===== config.mk =====
export PLATFORM = sky130hd
export DESIGN_NAME = dma_priority_arbiter
export DESIGN_NICKNAME = d
export VERILOG_FILES = /design/src/rtl/dma_priority_arbiter_pkg.sv /design/src/rtl/dma_priority_encoder.sv /design/src/rtl/dma_priority_arbiter.sv
export SDC_FILE = /design/constraint.sdc
export NUM_CORES = 1
export LEC_CHECK = 0
export ABC_CLOCK_PERIOD_IN_PS = 4500
export BUFFER_PORTS_ARGS = -buffer_cell sky130_fd_sc_hd__buf_2
export CAP_MARGIN = 0
export CORE_AREA = 2 2 66 68
export DETAILED_ROUTE_END_ITERATION = 16
export DIE_AREA = 0 0 68 70
export SYNTH_ARGS = -nofsm -noshare
export SYNTH_HDL_FRONTEND = slang
export SYNTH_SLANG_ARGS = --single-unit
export TNS_END_PERCENT = 5

===== constraint.sdc =====
create_clock -name CLK -period 4.5 [get_ports CLK]
set_input_delay 0.45 -clock CLK [delete_from_list [all_inputs] [get_ports CLK]]
set_output_delay 0.45 -clock CLK [all_outputs]
set_load 0.02 [all_outputs]

===== src/rtl/dma_priority_arbiter_pkg.sv =====
// Shared types and constants for the DMA request/priority stage.
package dma_priority_arbiter_pkg;

  localparam int unsigned NumCh = 4;

  // Bit positions of the one-hot arbiter state, used for reverse-case decoding.
  localparam int unsigned IdxIdle  = 0;
  localparam int unsigned IdxReq   = 1;
  localparam int unsigned IdxGrant = 2;
  localparam int unsigned IdxDone  = 3;

  typedef enum logic [3:0] {
    PIdle  = 4'b0001,
    PReq   = 4'b0010,
    PGrant = 4'b0100,
    PDone  = 4'b1000
  } arb_state_e;

  typedef logic [1:0] ch_idx_t;

  function automatic logic [NumCh-1:0] ch_onehot(input ch_idx_t idx);
    return NumCh'(1) << idx;
  endfunction

endpackage


===== src/rtl/dma_priority_encoder.sv =====
// Rotating-start priority search: first pending channel at or above ptr, wrapping mod NumCh.
module dma_priority_encoder
  import dma_priority_arbiter_pkg::*;
(
  input  logic [NumCh-1:0] pending,
  input  ch_idx_t          ptr,
  output logic             found,
  output ch_idx_t          idx
);

  ch_idx_t cand;

  always_comb begin
    found = 1'b0;
    idx   = '0;
    cand  = '0;
    for (int i = 0; i < NumCh; i++) begin
      cand = ptr + ch_idx_t'(i);
      if (!found && pending[cand]) begin
        found = 1'b1;
        idx   = cand;
      end
    end
  end

endmodule


===== src/rtl/dma_priority_arbiter.sv =====
// 8237A-style DMA request/priority stage: DREQ sampling, arbitration, HRQ/HLDA handshake and DACK.
module dma_priority_arbiter
  import dma_priority_arbiter_pkg::*;
(
  input  logic             CLK,
  input  logic             RESET_N,
  input  logic [NumCh-1:0] DREQ,
  input  logic             HLDA,
  input  logic             EOP_N,
  input  logic [7:0]       commandReg,
  input  logic [NumCh-1:0] maskReg,
  input  logic [NumCh-1:0] requestReg,
  input  logic             idleCycle,
  input  logic             validDACK,
  input  logic             serviceDone,
  output logic             HRQ,
  output logic [NumCh-1:0] VALID_DREQ,
  output logic [NumCh-1:0] DACK,
  output ch_idx_t          activeCh,
  output logic [NumCh-1:0] clrReqBit
);

  arb_state_e       state_q, state_d;
  ch_idx_t          ptr_q, ptr_d, winner_q, winner_d, search_ptr, found_idx;
  logic [NumCh-1:0] dreq_sync_q, pending, valid_q, valid_d, dack_raw;
  logic             hrq_q, hrq_d, eop_seen_q, eop_seen_d, found;
  logic             unused_cmd;

  assign unused_cmd = ^{commandReg[5], commandReg[3], commandReg[1:0]};

  // Software requests bypass the mask.
  assign pending    = (dreq_sync_q & ~maskReg) | requestReg;
  assign search_ptr = commandReg[4] ? ptr_q : '0;

  dma_priority_encoder u_encoder (
    .pending (pending),
    .ptr     (search_ptr),
    .found   (found),
    .idx     (found_idx)
  );

  always_comb begin
    state_d    = state_q;
    ptr_d      = ptr_q;
    winner_d   = winner_q;
    hrq_d      = hrq_q;
    valid_d    = valid_q;
    eop_seen_d = eop_seen_q;
    dack_raw   = '0;
    clrReqBit  = '0;
    unique case (1'b1)
      state_q[IdxIdle]: begin
        eop_seen_d = 1'b0;
        if (idleCycle && !commandReg[2] && found) begin
          winner_d = found_idx;
          hrq_d    = 1'b1;
          valid_d  = ch_onehot(found_idx);
          state_d  = PReq;
        end
      end
      state_q[IdxReq]: begin
        if (!pending[winner_q]) begin
          hrq_d   = 1'b0;
          valid_d = '0;
          state_d = PIdle;
        end else if (HLDA) begin
          state_d = PGrant;
        end
      end
      state_q[IdxGrant]: begin
        dack_raw   = ch_onehot(winner_q) & {NumCh{validDACK}};
        eop_seen_d = eop_seen_q | ~EOP_N;
        if (!HLDA) begin
          hrq_d   = 1'b0;
          valid_d = '0;
          state_d = PIdle;
        end else if (serviceDone) begin
          state_d = PDone;
        end
      end
      state_q[IdxDone]: begin
        // Serviced channel drops to lowest priority; fixed mode pins the pointer to 0.
        ptr_d = commandReg[4] ? winner_q + 2'd1 : '0;
        if (eop_seen_q || !EOP_N) clrReqBit = ch_onehot(winner_q);
        hrq_d   = 1'b0;
        valid_d = '0;
        state_d = PIdle;
      end
      default: begin
        hrq_d   = 1'b0;
        valid_d = '0;
        state_d = PIdle;
      end
    endcase
  end

  always_ff @(posedge CLK) begin
    if (!RESET_N) begin
      state_q     <= PIdle;
      ptr_q       <= '0;
      winner_q    <= '0;
      dreq_sync_q <= '0;
      hrq_q       <= 1'b0;
      valid_q     <= '0;
      eop_seen_q  <= 1'b0;
    end else begin
      state_q     <= state_d;
      ptr_q       <= ptr_d;
      winner_q    <= winner_d;
      dreq_sync_q <= DREQ ^ {NumCh{commandReg[6]}};
      hrq_q       <= hrq_d;
      valid_q     <= valid_d;
      eop_seen_q  <= eop_seen_d;
    end
  end

  assign HRQ        = hrq_q;
  assign VALID_DREQ = valid_q;
  assign activeCh   = winner_q;
  assign DACK       = dack_raw ^ {NumCh{~commandReg[7]}};

endmodule


==> results of run 1 <==
## stage by stage
stage	hold slack (ps)	std cells	util, %	total power [W]	instance area [sq um]
5_1_grt	455.9	230	34.84	0.0004189	1444
2_1_floorplan	455.9	142	-	0.0002352	1170
4_1_cts	419.5	230	34.84	0.0004049	1444
3_5_place_dp	441.8	226	33.51	0.0002641	1389
6_report	424.2	230	34.84	0.0003949	1444
3_3_place_gp	448.5	226	33.51	0.0002626	1389
## tightest hold or removal path, cell delays in order
cell and delay, ps:
buf_2 80, xnor2_1 50, nor2_1 70
## worst paths after layout
| path | to | slack (ps) | cells past startpoint |
|---|---|---|---|
| worst max-delay path | VALID_DREQ[1]$_SDFFE_PN0P_ | 2220 | 7 |
| worst min-delay path | dreq_sync_q[2]$_SDFF_PN0_ | 420 | 3 |
| worst max register to register | VALID_DREQ[1]$_SDFFE_PN0P_ | 2220 | 7 |
| worst min register to register | VALID_DREQ[3]$_SDFFE_PN0P_ | 460 | 1 |
## registers in the layout, indices dropped and copies added (netlist names)
signal       flops
VALID_DREQ       4
dreq_sync_q      4
activeCh         2
HRQ              1
eop_seen_q       1
state_q          4
ptr_q            2
## logic make-up (layout without fill, tap and decap cells)
kind of cell / count (synthesis) / in the layout / share of synthesized area [%]
adders and majority gates: 4 / 4 / 4.278
buffers and inverters: 15 / 51 / 5.882
muxes: 5 / 5 / 6.417
AOI/OAI and AO/OA: 39 / 39 / 22.89
and+or+nand+nor: 52 / 52 / 22.35
DFF: 18 / 18 / 30.80
xor gates and xnor gates: 9 / 9 / 7.379
## power by group
part           internal (W)  switching [W]
clock             0.0000778      0.0000566
combinational     0.0000360      0.0000489
sequential         0.000168     0.00000757
## layer usage
| layer | vias up | GRT usage, % | share of wire, % |
|---|---|---|---|
| met4 | 0 | 4.444 | 0.85 |
| met3 | 2 | 2.093 | 6.1 |
| met1 | 521 | 18.94 | 49 |
| li1 | 578 | - | - |
| met2 | 43 | 19.20 | 44 |
| met5 | - | 0 | 0 |
## final cells by class
class	count	share of cell area (%)
inverter	10	2.600
tap	52	4.506
multi-input combinational	109	51.30
timing repair buffer	37	12.83
clock buffer	4	3.813
sequential	18	24.96
## layout by cell type (no fill, tap or decap), types with 2 or more instances in the layout
master	netlist	final
nor2b_1	2	2
mux2i_1	3	3
buf_2	0	37
a311oi_1	2	2
nand2b_1	3	3
nor3_1	3	3
xnor2_1	4	4
and3_1	3	3
nand3_1	8	8
nor2_1	12	12
a21boi_0	2	2
inv_1	9	9
dfxtp_1	18	18
nand2_1	9	9
mux4_2	2	2
o21a_1	2	2
o21ai_0	7	7
ha_1	4	4
nor4_1	2	2
clkbuf_8	0	4
o2bb2ai_1	2	2
xor2_1	4	4
and2_1	6	6
a21oi_1	12	12
==> impl_metrics.csv, run 1 <==
group,metric,value,unit
hold_path,hp-start,"DREQ[2]",
placed_design,dpl.hpwl,2182,um
global_routing,grt_first_pass_wirelength,4912,um
cts,clockBufferDepth,2,
synth,avgSynthCellArea,8.239,sq um
worst_setup_path,cp_slowest_cell,"dfxtp_1",
drt,wl,2832,um
timing,finalClockSkew,5.199,ps
cts,cts_tree,"yes",
layout,register_area,360.3,sq um
synth,postSynthCellCount,142,
placed_design,place_congestion,0.8200,
worst_setup_path,cp_top_family,"simple AND/OR/NAND/NOR gates",
drt,vias,1144,
placed_design,post-place-ws,2122,ps
timing,min_period,2279,ps
cts,clock_sinks,18,
layout,area_growth,23.42,%
drt,antenna_left,0,
layout,multi_input_area,740.7,sq um
drt,drcViolationCount,0,
drt,drtPass1Iterations,4,
die,die-area,4760,sq um
worst_setup_path,crit_fanout,9,
synth,syn_area,1170,sq um
run_status,status,"completed",
cts,post_cts_buffers,0,
timing,tns,0,ps
die,core.rowCount,24,
worst_setup_path,crit_type,"flip-flop to flip-flop",
synth,synth_cell_type_count,44,
die,start_util,28.23,%
synth,synthTopCellsByCount,"dfxtp_1 (18), a21oi_1 (12), nor2_1 (12)",
global_routing,overflow,0,
cts,cts_buffers,3,
layout,n_antenna_cell,0,
worst_setup_path,critPathBufInv,0,
hold_path,worst_hold_path_type,"primary input to flip-flop",
synth,ys_ff_latch,18,
worst_setup_path,startpoint_type,"flip-flop",
synth,synth_edf_count,0,
drt,wl_per_cell,12.31,um
worst_setup_path,rr_startpoint,"ptr_q[1]$_SDFFE_PN0P_",
worst_setup_path,end_kind,"flip-flop",
die,die_h,70,um
die,core_area,4144,sq um
timing,period_share,50.64,%
global_routing,grt_max_degree,11,
timing,hold_viol,0,
worst_setup_path,worstPathCellList,"xor2_2, nand2_2, mux4_2, o31ai_2, a21boi_2, or4_1, o2bb2ai_1",
synth,ys.flop_type,"dfxtp_1",
synth,yosysTopAreaCell,"dfxtp_1",
timing,rsz0062_at_grt,"false",
cts,cts_hold_buf,0,
synth,yosys.area.top_type_share,30.80,%
drt,drtIter0Drc,45,
drt,vias_per_cell,4.974,
worst_setup_path,crit_path_max_incr_delay,550,ps
global_routing,globalRouteTotalUtil,13.00,%
cts,postCtsResizedCells,0,
cts,clock-root-buffer,"clkbuf_8",
global_routing,grt_pass1_vias,1080,
layout,fin_nets,210,
flow_run,maxCapViolCount,0,
synth,syn-num-nets,173,
synth,synthArstFlopShare,0,%
power,p_per_area,273.5,nW/um^2
power,p_leak,0.6284,nW
layout,fillCellCount,461,
worst_setup_path,arrival,2470,ps
cts,clkTransAtPathRegs,70,ps
worst_setup_path,required,4690,ps
power,peakVddDrop,132.6,uV
timing,fmax,438.8,MHz
synth,yosys.cell_count.top_type,"dfxtp_1",
global_routing,antenna_found_initial,0,
die,die_x,68,um
timing,maxSlewViolCount,0,
timing,setup_viol,0,
layout,drive_gt1_share,26.40,%
timing,maxSlewHeadroom,66.87,%
cts,h-tree-depth,1,
synth,ys_warn_count,0,
timing,worstMarginPinSlew,495.1,ps
worst_setup_path,startpoint,"ptr_q[1]$_SDFFE_PN0P_",
placed_design,portBuffers,37,
synth,synthTopCellsByArea,"dfxtp_1 (31%), a21oi_1 (5.1%), ha_1 (4.3%)",
synth,ys_seq_area_share,30.80,%
die,ioPinCount,42,
cts,clkLatencyLatePin,260,ps
timing,timing.final.ws_setup,2221,ps
(Power assumes the default switching activity.)
==> run 2: changes to the inputs <==
Settings changed: ABC_CLOCK_PERIOD_IN_PS 4500 to 2200.
Clock period 4.5 ns to 2.2 ns, I/O delays scaled along.
==> run 2 against run 1 <==
- critical path depth stayed put
- worst hold slack worse by 230 ps
- global-route usage is 0.27 points lower
- clock power is 110% higher
- final area grew 3.3%
- clock skew shrank 2.1 ps
- sequential share of layout area down 0.80 points
- first-iteration DRC count decreased by 13%
- via count shrank 1.8%
- critical path type unchanged
- maximum frequency is 7.7% higher
==> impl_metrics.csv, run 2 (synthesis gave the netlist of run 1 again) <==
group,metric,value,unit
global_routing,grt_pass1_vias,1015,
layout,layout_commonest_cell,"buf_2",
global_routing,grt_first_pass_wirelength,4685,um
global_routing,grtUsageMet1,18.70,%
placed_design,post-place-ws,62.73,ps
global_routing,groute.layer.met2.usage,18.02,%
cts,clock-root-buffer,"clkbuf_8",
global_routing,busiest_layer,"met1",
die,die-area,4760,sq um
timing,fmax,472.7,MHz
worst_setup_path,crit_fanout,4,
layout,instances_no_fill,234,
drt,wl,2789,um
cts,post_cts_buffers,0,
timing,timing.final.ws_setup,84.63,ps
worst_setup_path,arrival,2310,ps
drt,drtIter0Drc,39,
cts,h-tree-depth,1,
power,p_leak,0.6508,nW
die,start_util,28.23,%
drt,drcViolationCount,0,
cts,clockBufferDepth,2,
global_routing,grt_max_degree,11,
drt,wl_per_cell,11.92,um
layout,final_util,35.99,%
die,die_h,70,um
drt,vias_per_cell,4.799,
die,die_x,68,um
power,peakVddDrop,305.8,uV
cts,cts_tree,"yes",
layout,fillCellCount,449,
worst_setup_path,crit_type,"flip-flop to flip-flop",
layout,drive_gt1_share,30.77,%
global_routing,globalRouteTotalUtil,12.74,%
die,core.rowCount,24,
worst_setup_path,end_kind,"flip-flop",
worst_setup_path,cp_top_family,"simple AND/OR/NAND/NOR gates",
placed_design,dpl.hpwl,2162,um
layout,layout_common_cells,"buf_2 (37), dfxtp_1 (18), a21oi_1 (11), nor2_1 (11)",
drt,antenna_left,0,
timing,hold_viol,0,
placed_design,placedCellCount,230,
layout,area_growth,27.49,%
worst_setup_path,cp_slowest_cell,"mux4_2",
timing,maxSlewHeadroom,64.99,%
global_routing,antenna_found_initial,0,
timing,period_share,96.15,%
placed_design,place_congestion,0.8188,
power,p_per_area,551.0,nW/um^2
run_status,status,"completed",
worst_setup_path,startpoint_type,"flip-flop",
global_routing,overflow,0,
worst_setup_path,crit_path_max_incr_delay,520,ps
cts,clkLatencyLatePin,260,ps
worst_setup_path,required,2390,ps
timing,worstMarginPinSlew,525.2,ps
flow_run,maxCapViolCount,0,
die,core_area,4144,sq um
cts,clock_sinks,18,
worst_setup_path,worstPathCellList,"nor2b_2, nor2_1, mux4_2, o31ai_2, a21boi_2, or4_1, o2bb2ai_1",
layout,n_antenna_cell,0,
cts,clkTransAtPathRegs,70,ps
drt,vias,1123,
timing,finalClockSkew,3.116,ps
die,ioPinCount,42,
timing,maxSlewViolCount,0,
cts,cts_buffers,3,
timing,setup_viol,0,
placed_design,portBuffers,37,
worst_setup_path,critPathBufInv,0,
hold_path,worst_hold_path_type,"primary input to flip-flop",
global_routing,grtUsageMet3,2.738,%
layout,fin_nets,214,
drt,drtPass1Iterations,4,
timing,min_period,2115,ps
run 2: layout make-up:
class	instances	area, sq um	share of cell area (%)
inverter	10	37.54	2.517
timing repair buffer	41	215.2	14.43
multi-input combinational	109	758.2	50.84
clock buffer	4	55.05	3.691
tap	52	65.06	4.362
sequential	18	360.3	24.16
run 2: timing repair:
action	4_1_cts	5_1_grt
hold buffers	0	0
resized for setup	0	5
endpoints found under the setup margin	0	4
run 2: worst paths after layout:
path	startpoint	depth (start not counted)	endpoint	slack (ps)
setup / recovery	dreq_sync_q[3]$_SDFF_PN0_	7	VALID_DREQ[1]$_SDFFE_PN0P_	80
hold / removal	DREQ[3]	3	dreq_sync_q[3]$_SDFF_PN0_	190
setup reg to reg	dreq_sync_q[3]$_SDFF_PN0_	7	VALID_DREQ[1]$_SDFFE_PN0P_	80
hold reg to reg	VALID_DREQ[3]$_SDFFE_PN0P_	1	VALID_DREQ[3]$_SDFFE_PN0P_	470
run 2: where the power goes:
group | switching (W) | internal [W]
logic | 0.000104 | 0.0000805
registers | 0.0000131 | 0.000344
clock network | 0.000121 | 0.000159
run 2: metal layers:
metal  routed length [um]  vias up  part of all wire [%]
met2                 1147       41                    41
met5                    0        -                     0
li1                     -      584                     -
met1                 1419      494                    51
met4                   30        0                   1.1
met3                  191        4                   6.8
run 2: tightest hold or removal path, cell delays in order:
cell	delay [ps]
buf_2	80
xnor2_1	50
nor2_1	70
run 2: stage by stage:
| stage | TNS (ps) | instance area (sq um) | power [W] | hold slack, ps |
|---|---|---|---|---|
| 3_5_place_dp | 0 | 1419 | 0.0005462 | 445.1 |
| 3_3_place_gp | 0 | 1419 | 0.0005433 | 454.3 |
| 5_1_grt | -8.391 | 1491 | 0.0008681 | 204.6 |
| 4_1_cts | 0 | 1474 | 0.0008254 | 192.3 |
| 2_1_floorplan | 0 | 1170 | 0.0004812 | 337.5 |
| 6_report | 0 | 1491 | 0.0008218 | 194.1 |
==> run 3: changes to the inputs <==
Settings changed: MAX_ROUTING_LAYER from default to met4.
==> run 3 against run 2 <==
- final area unchanged
- via count is the same
- flip-flop and latch count unchanged
- non-clock buffer count did not move
- first-iteration DRC count unchanged
- setup slack hardly changed
- clock power about the same
- combinational power barely moved
- global-route usage up 0.34 points
- largest power group unchanged
==> impl_metrics.csv, run 3 (synthesis gave the netlist of run 1 again) <==
group,metric,value,unit
worst_setup_path,crit_path_max_incr_delay,520,ps
worst_setup_path,arrival,2310,ps
layout,drive_gt1_share,30.77,%
layout,multi_input_area,758.2,sq um
cts,cts_tree,"yes",
placed_design,place_congestion,0.8310,
global_routing,antenna_found_initial,0,
worst_setup_path,crit_type,"flip-flop to flip-flop",
die,ioPinCount,42,
placed_design,portBuffers,37,
die,die_h,70,um
timing,maxSlewHeadroom,64.99,%
drt,wl_per_cell,11.92,um
layout,layout_common_cells,"buf_2 (37), dfxtp_1 (18), a21oi_1 (11), nor2_1 (11)",
cts,cts_hold_buf,0,
run_status,status,"completed",
worst_setup_path,r2r_cells,7,
global_routing,overflow,0,
timing,hold_viol,0,
global_routing,grt_pass1_vias,1015,
drt,drcViolationCount,0,
global_routing,grt_first_pass_wirelength,4685,um
cts,clock-root-buffer,"clkbuf_8",
timing,setup_viol,0,
cts,clkTransAtPathRegs,70,ps
hold_path,worst_hold_path_type,"primary input to flip-flop",
worst_setup_path,worstPathCellList,"nor2b_2, nor2_1, mux4_2, o31ai_2, a21boi_2, or4_1, o2bb2ai_1",
drt,antenna_left,0,
worst_setup_path,rr_startpoint,"dreq_sync_q[3]$_SDFF_PN0_",
worst_setup_path,rrSetupSlack,80,ps
cts,postCtsResizedCells,0,
layout,fillCellCount,449,
hold_path,hp-start,"DREQ[3]",
layout,area_growth,27.49,%
layout,n_antenna_cell,0,
worst_setup_path,reg2reg_to,"VALID_DREQ[1]$_SDFFE_PN0P_",
cts,clockBufferDepth,2,
global_routing,grt_max_degree,11,
timing,worstMarginPinSlew,525.2,ps
timing,min_period,2115,ps
timing,finalClockSkew,3.110,ps
timing,period_share,96.15,%
power,peakVddDrop,305.8,uV
worst_setup_path,critPathBufInv,0,
worst_setup_path,required,2390,ps
timing,fmax,472.7,MHz
die,die_x,68,um
worst_setup_path,end_kind,"flip-flop",
layout,final_util,35.99,%
die,core_area,4144,sq um
cts,clock_sinks,18,
drt,wl,2789,um
cts,h-tree-depth,1,
die,start_util,28.23,%
drt,drtIter0Drc,39,
hold_path,hold_end,"dreq_sync_q[3]$_SDFF_PN0_",
timing,maxSlewViolCount,0,
power,p_leak,0.6508,nW
cts,cts_buffers,3,
placed_design,dpl.hpwl,2162,um
cts,post_cts_buffers,0,
worst_setup_path,cp_top_family,"simple AND/OR/NAND/NOR gates",
flow_run,maxCapViolCount,0,
layout,fin_nets,214,
hold_path,hold_depth,3,
drt,drtPass1Iterations,4,
worst_setup_path,cp_slowest_cell,"mux4_2",
cts,clkLatencyLatePin,260,ps
global_routing,globalRouteTotalUtil,13.08,%
worst_setup_path,crit_fanout,4,
worst_setup_path,startpoint_type,"flip-flop",
drt,vias,1123,
die,die-area,4760,sq um
timing,tns,0,ps
layout,layout_commonest_cell,"buf_2",
timing,finalHoldWorstSlack,194.1,ps
layout,register_area,360.3,sq um
die,core.rowCount,24,
power,p_per_area,551.0,nW/um^2
drt,vias_per_cell,4.799,
[run 3: cell counts in the layout (fill, tap and decap cells not counted)]
Identical to the previous run, type by type.
[run 3: layout make-up]
class                   count  share of cell area [%]
clock buffers               4                   3.691
flip-flops and latches     18                   24.16
repair buffers             41                   14.43
inverters                  10                   2.517
multi-input cells         109                   50.84
well taps                  52                   4.362
[run 3: worst max path at each step]
| stage | startpoint | end | slack, ps | depth (start not counted) |
|---|---|---|---|---|
| 2_1_floorplan | ptr_q[1]$_SDFFE_PN0P_ | VALID_DREQ[1]$_SDFFE_PN0P_ | 160 | 8 |
| 3_3_place_gp | dreq_sync_q[2]$_SDFF_PN0_ | VALID_DREQ[1]$_SDFFE_PN0P_ | 50 | 7 |
| 3_5_place_dp | dreq_sync_q[2]$_SDFF_PN0_ | VALID_DREQ[1]$_SDFFE_PN0P_ | 60 | 7 |
| 4_1_cts | dreq_sync_q[2]$_SDFF_PN0_ | VALID_DREQ[1]$_SDFFE_PN0P_ | 20 | 7 |
| 5_1_grt | dreq_sync_q[3]$_SDFF_PN0_ | VALID_DREQ[2]$_SDFFE_PN0P_ | -5 | 7 |
| 6_report | dreq_sync_q[3]$_SDFF_PN0_ | VALID_DREQ[1]$_SDFFE_PN0P_ | 80 | 7 |
[run 3: routing by layer]
metal / wire length (um) / global-route usage [%]
met5: 0 / -
met3: 178 / 2.415
met2: 1147 / 18.02
met1: 1433 / 18.90
met4: 30 / 4.667
[run 3: power by group]
| part | switching [W] | internal (W) |
|---|---|---|
| logic | 0.000104 | 0.0000805 |
| registers | 0.0000131 | 0.000344 |
| clock network | 0.000121 | 0.000159 |
| total | 0.000238 | 0.000584 |
[run 3: through the flow]
step / setup WS, ps / cells / instance area [sq um] / power [W]
finish: 84.64 / 234 / 1491 / 0.0008218
global route: -4.580 / 234 / 1491 / 0.0008681
CTS: 23.11 / 234 / 1474 / 0.0008254
detailed placement: 62.73 / 230 / 1419 / 0.0005462
global placement: 52.71 / 230 / 1419 / 0.0005433
floorplan: 161.0 / 142 / 1170 / 0.0004812
[run 3: worst register-to-register path: stages, from the launching register on]
cell       delay (ps)
dfxtp_1           310
nor2b_2           210
nor2_1            130
mux4_2            520
o31ai_2           110
a21boi_2          100
or4_1             520
o2bb2ai_1         160
